[src/rtl/pc_fetch_unit_pkg.sv]
// Shared CPU definitions: datapath widths, reset PC and fetch-sequencer state encoding.
// Imported by the fetch unit, condition arbiter and register file.
package pc_fetch_unit_pkg;

    localparam int          CPU_ADDR_W   = 8;
    localparam int          CPU_DATA_W   = 8;
    localparam logic [7:0]  CPU_RESET_PC = 8'h00;

    typedef enum logic [1:0] {
        ST_FETCH   = 2'd0,
        ST_DELIVER = 2'd1,
        ST_HALTED  = 2'd2
    } fetch_state_e;

endpackage : pc_fetch_unit_pkg

[src/rtl/pc_fetch_unit.sv]
// Program counter and instruction-fetch sequencer: fetches one byte per instruction over
// imem req/ack, hands it to decode over valid/ready, and applies branch/halt decisions.
module pc_fetch_unit
    import pc_fetch_unit_pkg::*;
#(
    parameter int                ADDR_W   = CPU_ADDR_W,
    parameter int                DATA_W   = CPU_DATA_W,
    parameter logic [ADDR_W-1:0] RESET_PC = ADDR_W'(CPU_RESET_PC)
) (
    input  logic              clk,
    input  logic              rst_n,
    input  logic [ADDR_W-1:0] branch_target,
    input  logic              branch_taken,
    input  logic              stall,
    input  logic              halt,
    output logic              imem_req,
    output logic [ADDR_W-1:0] imem_addr,
    input  logic              imem_ack,
    input  logic [DATA_W-1:0] imem_rdata,
    output logic [DATA_W-1:0] instr_out,
    output logic [ADDR_W-1:0] instr_pc,
    output logic              instr_valid,
    input  logic              instr_ready
);

    fetch_state_e      state_q, state_d;
    logic [ADDR_W-1:0] pc_q, pc_d;
    logic [ADDR_W-1:0] instr_pc_q, instr_pc_d;
    logic [DATA_W-1:0] instr_q, instr_d;

    // NOTE: sequential state uses non-blocking assignments so every flop samples pre-edge values.
    always_ff @(posedge clk or negedge rst_n) begin
        if (!rst_n) begin
            state_q    <= ST_FETCH;
            pc_q       <= RESET_PC;
            instr_q    <= '0;
            instr_pc_q <= '0;
        end else begin
            state_q    <= state_d;
            pc_q       <= pc_d;
            instr_q    <= instr_d;
            instr_pc_q <= instr_pc_d;
        end
    end

    // NOTE: every comb output gets a default first so no path can infer a latch.
    always_comb begin
        state_d    = state_q;
        pc_d       = pc_q;
        instr_d    = instr_q;
        instr_pc_d = instr_pc_q;
        case (state_q)
            ST_FETCH: begin
                if (halt) begin
                    state_d = ST_HALTED;
                end else if (branch_taken) begin
                    // A same-cycle ack is dropped; the next request goes to the target.
                    pc_d = branch_target;
                end else if (!stall && imem_ack) begin
                    instr_d    = imem_rdata;
                    instr_pc_d = pc_q;
                    pc_d       = pc_q + 1'b1;
                    state_d    = ST_DELIVER;
                end
            end
            ST_DELIVER: begin
                if (halt) begin
                    state_d = ST_HALTED;
                end else if (branch_taken) begin
                    pc_d    = branch_target;
                    state_d = ST_FETCH;
                end else if (instr_ready) begin
                    state_d = ST_FETCH;
                end
            end
            ST_HALTED: begin
                state_d = ST_HALTED;
            end
            default: begin
                state_d = ST_FETCH;
            end
        endcase
    end

    always_comb begin
        imem_req    = 1'b0;
        instr_valid = 1'b0;
        imem_addr   = pc_q;
        instr_out   = instr_q;
        instr_pc    = instr_pc_q;
        case (state_q)
            // NOTE: rst_n gates the request so it stays low for the whole reset window.
            ST_FETCH:   imem_req    = rst_n && !stall;
            ST_DELIVER: instr_valid = 1'b1;
            default:    ;
        endcase
    end

endmodule : pc_fetch_unit

[config.mk]
export PLATFORM = sky130hd
export DESIGN_NAME = pc_fetch_unit
export DESIGN_NICKNAME = d
export VERILOG_FILES = /design/src/rtl/pc_fetch_unit_pkg.sv /design/src/rtl/pc_fetch_unit.sv
export SDC_FILE = /design/constraint.sdc
export NUM_CORES = 1
export LEC_CHECK = 0
export CELL_PAD_IN_SITES_DETAIL_PLACEMENT = 0
export CELL_PAD_IN_SITES_GLOBAL_PLACEMENT = 2
export CORE_MARGIN = 10
export CORE_UTILIZATION = 29
export CTS_CLUSTER_DIAMETER = 60
export CTS_CLUSTER_SIZE = 10
export DETAILED_ROUTE_END_ITERATION = 16
export GPL_ROUTABILITY_DRIVEN = 0
export PLACE_DENSITY_LB_ADDON = 0.12
export SLEW_MARGIN = 20
export SYNTH_ARGS = -nofsm -noshare
export SYNTH_HDL_FRONTEND = slang
export SYNTH_SLANG_ARGS = --single-unit
[constraint.sdc]
create_clock -name clk -period 4.4 [get_ports clk]
set_input_delay 1.1 -clock clk [delete_from_list [all_inputs] [get_ports clk]]
set_output_delay 1.1 -clock clk [all_outputs]
set_load 0.03 [all_outputs]
==> results.py <==
metrics = {
    "outcome": {
        "status": "finished, final reports clean",
    },
    "layout": {
        "areaGrowthSynthToFinish_pct": 46.7,
        "final_common_cell": "clkdlybuf4s50_1",
        "fin_area_sq_um": 1860,
        "n_antenna_cell": 0,
        "layout-drive-gt1-share_pct": 19.5,
        "final_nets": 174,
        "layout_common_cells": "47 x clkdlybuf4s50_1, 26 x dfrtp_1, 9 x mux2_4, 9 x nand3_1, 7 x mux2_2",
        "final_cells": 199,
    },
    "place": {
        "pre_cts_slack_ns": 1.25,
        "port_buffers": 48,
        "dpl.hpwl_mm": 2.58,
        "placed_cells": 195,
        "dpl-instance-area_sq_um": 1790,
    },
    "floorplanning": {
        "start_util_pct": 30.8,
        "die_w_microns": 86.1,
        "io_pins": 49,
        "die_h_microns": 86.1,
        "coreArea_sq_um": 4120,
        "die_area_sq_um": 7410,
        "row_count": 23,
    },
    "timing": {
        "fin_crit_sh_pct": 71.6,
        "slew_headroom_pct": 66.4,
        "finalWorstSetupSlack_ns": 1.25,
        "finalCriticalPeriod_ns": 3.15,
        "setup_tns_ns": 0,
        "rsz0062_at_grt": "false",
        "setup_viol": 0,
        "max_freq_mhz": 317,
        "final_max_slew_viol_count": 0,
        "tightest_slew_ns": 0.504,
        "clock_skew_ns": 0.00380,
        "hold_viol": 0,
    },
    "worst_setup_path": {
        "crit_path_max_incr_delay_ns": 0.49,
        "critical_path_arrival_ns": 2.05,
        "critPathMaxFanout": 2,
        "cp_cell_sequence": "clkdlybuf4s50_1 > nor4b_1 > buf_4",
        "reg2reg_slack_ns": 2.91,
        "crit_buf_inv": 2,
        "r2r_cells": 5,
        "cp.required_ns": 3.30,
        "crit_path_end_kind": "output port",
        "critical_path_class": "in2out",
        "r2r_end": "imem_addr[0]",
        "critical_path.top_delay_family": "buffers and inverters",
        "rr_startpoint": "state_q[1]",
        "cp-start-kind": "primary input",
        "timing.critical_path.from": "rst_n",
        "cp_slowest_cell": "clkdlybuf4s50_1",
    },
    "detailed_routing": {
        "vias": 954,
        "met2_length_mm": 1.55,
        "drc": 0,
        "postRouteAntennaNets": 0,
        "drtIter0Drc": 37,
        "drtPass1Iterations": 4,
        "vias_per_cell": 4.79,
        "totalWireLength_mm": 3.40,
        "wl_met3_microns": 223,
        "m1WireLength_mm": 1.61,
        "topRoutingLayerUsed": "met4",
        "wl_per_cell_microns": 17.1,
    },
    "global_route": {
        "grt_start_max_net_pins": 27,
        "grt_pass1_vias": 1044,
        "antenna_found_initial": 0,
        "grt-ovfl-total": 0,
        "grt_pass1_wl_mm": 5.59,
        "gr-usage-all-layers_pct": 9.30,
    },
    "hold_path": {
        "min_path_type": "reg2reg",
        "hp-start": "instr_pc[7]",
        "whs_endpoint": "instr_pc[7]",
        "hold_depth": 1,
    },
    "clock_tree": {
        "cts.reportedPaths.clkPinSlew_ns": 0.09,
        "insertion_delay_ns": 0.27,
        "cts_made_buffers": 3,
        "postCtsSetupRepairBufs": 0,
        "root_buffer": "clkbuf_8",
        "cts.hold.buffers_added": 0,
        "h-tree-depth": 1,
        "cts_tree": "built",
        "cts_buffer_depth": 2,
        "cts_sinks": 26,
        "cts_resized": 0,
    },
    "yosys": {
        "syn_inst": 99,
        "netlist_area_sq_um": 1270,
        "ys_seq_elements": 26,
        "syn_nets": 123,
        "synth_area_leaders": "dfrtp_1 51%, mux2_4 11%, mux2_2 6.2%, nand3_1 3.6%, a2bb2oi_1 3.5%",
        "ys_seq_area_share_pct": 51.3,
        "synth_top_area_cell": "dfrtp_1",
        "yosys.area.top_type_share_pct": 51.3,
        "syn-mean-instance-area_sq_um": 12.8,
        "yosysWarnings": 0,
        "ys_types": 32,
    },
    "job": {
        "cap_violations": 0,
    },
    "power_and_ir_drop": {
        "ir_drop_uv": 186,
        "p_leak_nw": 0.852,
        "pwr_density_cell_nw_per_um2": 317,
    },
}
-- layer usage --
layer / GRT usage, % / vias to the layer above
met1: 11.6 / 453
met4: 1.35 / 0
met5: 0 / -
met2: 14.9 / 29
li1: - / 470
met3: 3.88 / 2
-- layout make-up --
type,count,area (sq um)
clock buffers,3,41.3
clock inverters,1,30.0
well taps,50,62.6
inverters,3,11.3
repair buffers,49,485
flip-flops and latches,26,651
multi-input cells,67,578
fillers,400,2260
-- report_power, final --
part | internal [mW] | total [mW] | switching [mW]
registers | 0.253 | 0.272 | 0.0183
logic | 0.0603 | 0.119 | 0.0585
clock network | 0.122 | 0.200 | 0.0779
total | 0.435 | 0.590 | 0.155
-- how the worst max path moves through the flow --
stage / cells past startpoint / end
5_1_grt: 3 / imem_req
4_1_cts: 3 / imem_req
6_report: 3 / imem_req
3_5_place_dp: 3 / imem_req
3_3_place_gp: 3 / imem_req
2_1_floorplan: 1 / imem_req
-- sequential cells by signal (all words and copies together), names as in the netlist --
name / count
imem_addr: 8
instr_out: 8
state_q: 2
instr_pc: 8
-- cell usage after synthesis --
master and n:
a211o_1 1, a21oi_1 5, a2bb2oi_1 5, and3_1 2, buf_2 1, buf_6 2
dfrtp_1 26, ha_1 1, inv_1 2, inv_2 1, mux2_2 7, mux2_4 9
mux2i_1 3, nand2_1 2, nand2_4 1, nand2b_2 1, nand3_1 9, nand3b_1 1
nand4_1 1, nor2_1 1, nor2_4 1, nor2b_1 1, nor3_1 1, nor3_4 1
nor3b_1 1, nor3b_4 1, nor4_1 1, nor4b_1 1, o21a_1 1, o21ai_0 4
o21ai_2 1, o22ai_1 4
-- per-stage QoR --
| stage | power [mW] | hold WS (ns) | utilization, % |
|---|---|---|---|
| final | 0.590 | 0.513 | 45.2 |
| after floorplan | 0.330 | 0.558 | - |
| after global routing | 0.623 | 0.523 | 45.2 |
| after CTS | 0.599 | 0.517 | 45.2 |
| after global placement | 0.396 | 0.487 | 43.4 |
| after detailed placement | 0.397 | 0.493 | 43.4 |
-- cell families (layout without fill, tap and decap cells) --
family | after synthesis | in the layout | share of synthesized area, %
buffers and inverters | 6 | 56 | 3.06
AND/OR/NAND/NOR | 26 | 26 | 14.4
AO/OA/AOI/OAI | 21 | 21 | 11.0
flip-flops | 26 | 26 | 51.3
multiplexers | 19 | 19 | 19.3
adder cells (fa/ha/maj) | 1 | 1 | 0.987
-- worst reg2reg max path, delay by kind of cell, from the launching register on --
kind,cells,cell delay [ns]
DFF,1,0.47
and+or+nand+nor,3,0.60
buffers and inverters,1,0.08
AOI/OAI and AO/OA,1,0.23
No activity file was read; power rests on OpenSTA's default activity.
